==> src/rtl/div_share_arb.sv <==
// Round-robin arbiter/sequencer sharing one pipelined signed divider between N_REQ requesters.
// Latency: grant is combinational; quotient returns to its requester DIV_LAT cycles after the handshake.
// Backpressure: none; one issue per cycle is always accepted and responses must be taken when strobed.
// Optional feature macro: DIV_SHARE_DIV0_FLAG_EN adds rsp_div0, flagging operations issued with div_b==0.
module div_share_arb #(
    parameter int N_REQ   = 4,
    parameter int A_W     = 9,
    parameter int B_W     = 9,
    parameter int O_W     = 12,
    parameter int DIV_LAT = 1
) (
    input  logic                 clk,
    input  logic                 rst,
    input  logic [N_REQ-1:0]     req_valid,
    output logic [N_REQ-1:0]     req_ready,
    input  logic [N_REQ*A_W-1:0] req_a,
    input  logic [N_REQ*B_W-1:0] req_b,
    output logic [A_W-1:0]       div_a,
    output logic [B_W-1:0]       div_b,
    input  logic [O_W-1:0]       div_o,
    output logic [N_REQ-1:0]     rsp_valid,
    output logic [O_W-1:0]       rsp_o,
    output logic                 busy
`ifdef DIV_SHARE_DIV0_FLAG_EN
    ,
    output logic                 rsp_div0
`endif
);

    localparam int            ID_W    = $clog2(N_REQ);
    localparam logic [ID_W:0] N_REQ_W = (ID_W + 1)'(N_REQ);
    localparam logic [ID_W-1:0] LAST_ID = ID_W'(N_REQ - 1);

    logic [ID_W-1:0]              rr_ptr_q, rr_ptr_d;
    logic [DIV_LAT-1:0]           vld_q, vld_d;
    logic [DIV_LAT-1:0][ID_W-1:0] id_q, id_d;
`ifdef DIV_SHARE_DIV0_FLAG_EN
    logic [DIV_LAT-1:0]           z_q, z_d;
`endif

    logic            gnt_vld;
    logic [ID_W-1:0] gnt_id;
    logic [ID_W:0]   cand;

    // Search from rr_ptr upward (wrapping) for the first valid requester.
    always_comb begin
        gnt_vld = 1'b0;
        gnt_id  = '0;
        cand    = '0;
        for (int i = 0; i < N_REQ; i++) begin
            cand = {1'b0, rr_ptr_q} + (ID_W + 1)'(i);
            if (cand >= N_REQ_W) begin
                cand = cand - N_REQ_W;
            end
            if (!gnt_vld && req_valid[cand[ID_W-1:0]]) begin
                gnt_vld = 1'b1;
                gnt_id  = cand[ID_W-1:0];
            end
        end
    end

    // One-hot grant and operand mux to the divider; zeros when nobody is granted.
    always_comb begin
        req_ready = '0;
        div_a     = '0;
        div_b     = '0;
        for (int i = 0; i < N_REQ; i++) begin
            if (gnt_vld && (gnt_id == ID_W'(i))) begin
                req_ready[i] = 1'b1;
                div_a        = req_a[i*A_W +: A_W];
                div_b        = req_b[i*B_W +: B_W];
            end
        end
    end

    // Pointer moves just past the grantee on a handshake, otherwise holds.
    always_comb begin
        rr_ptr_d = rr_ptr_q;
        if (gnt_vld) begin
            rr_ptr_d = (gnt_id == LAST_ID) ? '0 : gnt_id + ID_W'(1);
        end
    end

    // Tag pipeline mirrors the divider: stage 0 takes this cycle's issue, all stages shift every cycle.
    always_comb begin
        vld_d    = '0;
        id_d     = '0;
        vld_d[0] = gnt_vld;
        id_d[0]  = gnt_id;
        for (int s = 1; s < DIV_LAT; s++) begin
            vld_d[s] = vld_q[s-1];
            id_d[s]  = id_q[s-1];
        end
    end

`ifdef DIV_SHARE_DIV0_FLAG_EN
    // Divide-by-zero flag travels alongside the tag so it lines up with the quotient.
    always_comb begin
        z_d    = '0;
        z_d[0] = gnt_vld && (div_b == '0);
        for (int s = 1; s < DIV_LAT; s++) begin
            z_d[s] = z_q[s-1];
        end
    end
`endif

    // State registers; reset drops every in-flight tag so no stale response can appear.
    always_ff @(posedge clk) begin
        if (rst) begin
            rr_ptr_q <= '0;
            vld_q    <= '0;
            id_q     <= '0;
`ifdef DIV_SHARE_DIV0_FLAG_EN
            z_q      <= '0;
`endif
        end else begin
            rr_ptr_q <= rr_ptr_d;
            vld_q    <= vld_d;
            id_q     <= id_d;
`ifdef DIV_SHARE_DIV0_FLAG_EN
            z_q      <= z_d;
`endif
        end
    end

    // Route the divider output to the requester named by the last tag stage.
    always_comb begin
        rsp_valid = '0;
        if (vld_q[DIV_LAT-1]) begin
            rsp_valid[id_q[DIV_LAT-1]] = 1'b1;
        end
        rsp_o = (|rsp_valid) ? div_o : '0;
        busy  = |vld_q;
`ifdef DIV_SHARE_DIV0_FLAG_EN
        rsp_div0 = z_q[DIV_LAT-1] & vld_q[DIV_LAT-1];
`endif
    end

endmodule

==> config.mk <==
export PLATFORM = sky130hd
export DESIGN_NAME = div_share_arb
export DESIGN_NICKNAME = d
export VERILOG_FILES = /design/src/rtl/div_share_arb.sv
export SDC_FILE = /design/constraint.sdc
export NUM_CORES = 1
export LEC_CHECK = 0
export ABC_AREA = 0
export CAP_MARGIN = 20
export CORE_MARGIN = 2
export CORE_UTILIZATION = 28
export DETAILED_ROUTE_END_ITERATION = 10
export PLACE_DENSITY = 0.81
export SLEW_MARGIN = 5
export SYNTH_ARGS = -nofsm -noshare
export SYNTH_HDL_FRONTEND = slang
export SYNTH_SLANG_ARGS = --single-unit
==> constraint.sdc <==
create_clock -name clk -period 3.1 [get_ports clk]
set_clock_uncertainty 0.1 [all_clocks]
set_input_delay 0.31 -clock clk [delete_from_list [all_inputs] [get_ports clk]]
set_output_delay 0.31 -clock clk [all_outputs]
set_load 0.005 [all_outputs]
* Word-level counts from Yosys, hierarchy flattened
Index checks and enable logic that the tools add are counted.
** Operators by class
- Magnitude comparators :: 10
- Reduce and logical (&&, ||, !) cells :: 13
- Bitwise operators :: 0
- $add $sub $neg :: 8
- Divide/modulo/power cells :: 0
- Equal/unequal tests :: 3
- $mul :: 0
- Mux-type cells :: 37
- Shifts and indexed selects :: 0
** Operators with widths (count)
- $mux W9 :: 8
- $mux W2 :: 9
- $lt A2 B3 Y1 const B :: 5
- $mux W1 :: 13
- $mux W12 :: 1
- $ge A3 B3 Y1 const B :: 3
- $bmux W1 S2 :: 4
- $logic_and A1 B1 Y1 :: 8
- $sub A2 B1 Y2 const B :: 4
- $add A2 B2 Y3 const B :: 2
- $eq A2 B2 Y1 const B :: 2
- $mux W4 :: 1
- $reduce_or A4 Y1 :: 1
- $add A2 B1 Y3 const B :: 1
- $ge A2 B3 Y1 const B :: 1
- $logic_not A1 Y1 :: 3
- $add A2 B1 Y2 const B :: 1
- $demux W1 S2 :: 1
- $eq A2 B1 Y1 const B :: 1
- $ge A2 B1 Y1 const B :: 1
- $logic_not A2 Y1 :: 1
** Word-level totals
- Bits in writable memories :: 0
- Logic and storage cells :: 74
- Output and inout bits :: 39
- Latch bits :: 0
- Bits in registers :: 5
- Memory bits (read-only) :: 0
- Memories kept :: 0
- Input bits :: 90

* Longest topological paths before layout
- Word-level depth :: 20
- Depth in mapped cells :: 9
- Mapped depth without buffers :: 7

* Least setup slack after synthesis
Ideal clock, no wire load.
- Path type :: input port to output port
- Start :: in req_valid[2]
- End :: out div_a[0]
- Data arrival time :: 2071 ps
- Stages on the path :: 8
- Buffers on the path :: 2
- Slack :: 619 ps
- Data required time :: 2690 ps
- Path through :: nor2b_1 o21a_1 or3_1 ha_1 buf_2 clkbuf_1 a221o_1 a21oi_1
** On the way
- Longest elaborated chain between the ends :: 18
** RTL lines
- start: declaration :: line 14 : input logic [N_REQ-1:0] req_valid,
- $bmux W1 S2 :: line 55 : if (!gnt_vld && req_valid[cand[ID_W-1:0]]) begin
- $mux W1 (implied by the code) :: line 55
- $mux W1 :: line 55
- $logic_not A1 Y1 :: line 55
- $logic_and A1 B1 Y1 :: line 55
- $mux W1 :: line 55
- $logic_not A1 Y1 :: line 55
- $logic_and A1 B1 Y1 :: line 55
- $mux W1 :: line 55
- $logic_not A1 Y1 :: line 55
- $logic_and A1 B1 Y1 :: line 55
- $mux W2 :: line 55
- $logic_not A2 Y1 :: line 68 : if (gnt_vld && (gnt_id == ID_W'(i))) begin
- $logic_and A1 B1 Y1 :: line 68
- $mux W9 (3 in series) :: line 68
- $mux W9 * :: line 68
- end: declaration :: line 18 : output logic [A_W-1:0] div_a,
Every way passes the cells marked *; elsewhere a longest branch is shown, timed or not. The select of a mux whose other input is x is not followed.

* Worst setup path in the final report
Ends and elaborated chain as after synthesis.

==> impl_metrics.sql <==
INSERT INTO impl_metrics (metric_group, metric, value, unit) VALUES
('cts', 'ctsHtreeMaxLevel', '1', ''),
('final_layout', 'area_growth_syn_to_layout', '127', '%'),
('cts', 'tritoncts', 'built', ''),
('die', 'design.portCount', '129', ''),
('die', 'die_w', '68.5', 'µm'),
('global_route', 'wire_length_of_the_first_global_routing_pass', '7.45', 'mm'),
('final_layout', 'nets', '406', ''),
('place', 'io_buffers', '128', ''),
('logic_synthesis', 'synth.top_cell.area_share', '0.146', ''),
('logic_synthesis', 'synth_enable_flop_cells', '0', ''),
('setup_path', 'cp_startpoint_kind', 'input port', ''),
('cts', 'clockRootBuffer', 'sky130_fd_sc_hd__clkbuf_8', ''),
('cts', 'cts-hold-fix-buffers', '0', ''),
('logic_synthesis', 'post_synth_num_cell_types', '31', ''),
('sta', 'maximum_clock_rate', '332', 'MHz'),
('detailed_routing', 'vias', '1783', ''),
('detailed_routing', 'post_drt_wl_per_cell', '14.2', 'µm'),
('setup_path', 'arrival', '2600', 'ps'),
('power', 'seqPwrFrac', '0.083', ''),
('sta', 'setup_slack', '89.3', 'ps'),
('die', 'placeableCoreArea', '4000', 'µm²'),
('sta', 'report.final.slew_viol_count', '0', ''),
('place', 'placed_cells', '354', ''),
('setup_path', 'r2r.worst_path.cells', '6', ''),
('min_path', 'min_delay_path_depth', '2', ''),
('power', 'internal_power', '0.666', 'mW'),
('cts', 'clk_latency', '230', 'ps'),
('cts', 'clkTransAtPathRegs', '40', 'ps'),
('power', 'power.density_cell_area', '402', 'nW/µm²'),
('power', 'max-vdd-ir-drop', '0.000352', 'V'),
('logic_synthesis', 'synth.largest_area_cell', 'sky130_fd_sc_hd__a21oi_1', ''),
('logic_synthesis', 'syn-num-nets', '271', ''),
('detailed_routing', 'avgViaCountPerCell', '4.94', ''),
('power', 'p_sw', '0.397', 'mW'),
('detailed_routing', 'detailedRoute.firstIterationViolations', '71', ''),
('global_route', 'grt_start_max_net_pins', '38', ''),
('global_route', 'gr-usage-all-layers', '0.203', ''),
('cts', 'numCtsBuffers', '3', ''),
('global_route', 'grt.overflow.total', '0', ''),
('place', 'postPlaceCellArea', '2570', 'µm²'),
('place', 'finalWeightedCongestion', '0.777', ''),
('logic_synthesis', 'ys_ff_latch', '5', ''),
('sta', 'slew_headroom', '0.743', ''),
('logic_synthesis', 'mappedNetlistArea', '1160', 'µm²'),
('power', 'clock_power_share', '0.115', ''),
('setup_path', 'reg2reg_from', 'rr_ptr_q[0]', ''),
('global_route', 'grt_pass1_vias', '1657', ''),
('power', 'swShare', '0.374', ''),
('place', 'hpwlAfterDp', '3.99', 'mm'),
('logic_synthesis', 'yosysSeqAreaShare', '0.0860', ''),
('final_layout', 'mostFrequentLayoutCell', 'sky130_fd_sc_hd__clkdlybuf4s50_1', ''),
('setup_path', 'critical_path.endpoint_type', 'primary output', ''),
('final_layout', 'drive_above_1_share', '0.154', ''),
('sta', 'worst_slew_pin_slew', '385', 'ps'),
('detailed_routing', 'postRouteAntennaNets', '0', ''),
('setup_path', 'worst-endpoint-required', '2690', 'ps'),
('sta', 'final-setup-viol-count', '0', ''),
('status', 'status', 'finished, final reports clean', ''),
('sta', 'timing_hold_violations_final', '0', ''),
('detailed_routing', 'drc', '0', ''),
('logic_synthesis', 'synthesis.instances', '177', ''),
('logic_synthesis', 'synth_ff_type', 'sky130_fd_sc_hd__dfxtp_1', ''),
('sta', 'hold-worst-slack', '526', 'ps'),
('sta', 'setup_total_negative_slack', '0', 'ps'),
('min_path', 'min-delay-path-class', 'flop to flop', ''),
('global_route', 'grt_antenna_before_repair', '0', ''),
('die', 'floorplan.initialDensity', '0.291', ''),
('power', 'total_leakage_power', '1.10', 'nW'),
('setup_path', 'regToRegSetupSlack', '1550', 'ps'),
('detailed_routing', 'wirelength', '5.14', 'mm'),
('logic_synthesis', 'synth_top_cells_by_area', 'sky130_fd_sc_hd__a21oi_1 15%, sky130_fd_sc_hd__a221o_1 14%, sky130_fd_sc_hd__nand3b_1 10%, sky130_fd_sc_hd__dfxtp_1 8.6%, sky130_fd_sc_hd__and2_1 6.5%', '');
==> flip-flops by register name, indices dropped and copies added, names as in the netlist <==
| signal | flops |
|---|---|
| busy | 1 |
| id_q | 2 |
| rr_ptr_q | 2 |
==> synthesized netlist by cell type (2+ instances only) <==
cell type / count
sky130_fd_sc_hd__nand2_1: 19
sky130_fd_sc_hd__nand2b_1: 3
sky130_fd_sc_hd__buf_2: 6
sky130_fd_sc_hd__nand3b_1: 16
sky130_fd_sc_hd__a211o_1: 2
sky130_fd_sc_hd__o311a_1: 2
sky130_fd_sc_hd__and2_1: 12
sky130_fd_sc_hd__nor2b_1: 7
sky130_fd_sc_hd__inv_1: 20
sky130_fd_sc_hd__buf_4: 4
sky130_fd_sc_hd__a21oi_1: 34
sky130_fd_sc_hd__ha_1: 4
sky130_fd_sc_hd__nor2_1: 4
sky130_fd_sc_hd__a221oi_1: 2
sky130_fd_sc_hd__clkbuf_1: 6
sky130_fd_sc_hd__dfxtp_1: 5
sky130_fd_sc_hd__o22ai_1: 2
sky130_fd_sc_hd__a221o_1: 16
==> metal layers <==
layer | vias to the layer above | track usage | part of all wire
met2 | 75 | 0.388 | 0.49
met3 | 13 | 0.0395 | 0.099
met5 | - | 0 | 0
met1 | 797 | 0.221 | 0.39
li1 | 898 | - | -
met4 | 0 | 0.0650 | 0.019
==> worst max-delay path: stages <==
cell	delay, ps
sky130_fd_sc_hd__clkdlybuf4s50_1	430
sky130_fd_sc_hd__nor2b_1	150
sky130_fd_sc_hd__o21a_1	220
sky130_fd_sc_hd__or3_4	380
sky130_fd_sc_hd__ha_2	200
sky130_fd_sc_hd__buf_12	160
sky130_fd_sc_hd__a221o_1	360
sky130_fd_sc_hd__a21oi_1	140
sky130_fd_sc_hd__clkdlybuf4s15_1	210
==> how the worst max path moves through the flow <==
stage / start / to / slack, ps / cells past startpoint
floorplan: req_valid[2] / div_a[0] / 620 / 8
global placement: req_valid[0] / div_b[3] / -200 / 12
detailed placement: req_valid[2] / div_b[8] / -290 / 10
CTS: req_valid[2] / div_b[8] / 20 / 10
global route: req_valid[2] / div_a[8] / -30 / 10
finish: req_valid[2] / div_a[0] / 90 / 9
==> kinds of logic after synthesis <==
family / count (synthesis) / share of synthesized area
AOI/OAI and AO/OA: 62 / 0.369
adders and majority gates: 4 / 0.0430
buffers and inverters: 37 / 0.145
DFF: 5 / 0.0860
muxes: 1 / 0.00860
and+or+nand+nor: 68 / 0.348
==> cell type report <==
class,instances,area [µm²]
clock buffers,4,45.0
fillers,365,1360
inverters,20,75.1
multi-input cells,135,962
flip-flops and latches,5,100
well taps,50,62.6
repair buffers,147,1400
==> stage by stage <==
| step | power [mW] | util |
|---|---|---|
| detailed placement | 0.971 | 0.643 |
| finish | 1.06 | 0.661 |
| CTS | 1.07 | 0.665 |
| global placement | 0.958 | 0.643 |
| global route | 1.16 | 0.661 |
| floorplan | 0.502 | - |
==> power by group through the flow <==
stage	combinational, mW	sequential, mW	clock (mW)
3_3_place_gp	0.871	0.0871	0
4_1_cts	0.853	0.0876	0.126
2_1_floorplan	0.419	0.0836	0
5_1_grt	0.939	0.0899	0.132
3_5_place_dp	0.883	0.0874	0
6_report	0.853	0.0879	0.123
==> repair_timing <==
item                                    CTS  global route
endpoints found under the setup margin   18            15
gates resized for setup                  31            32
gates cloned                              1             0
buffers inserted                          0             2
pin swaps                                 3             5
Power figures use the tool's default switching activity.
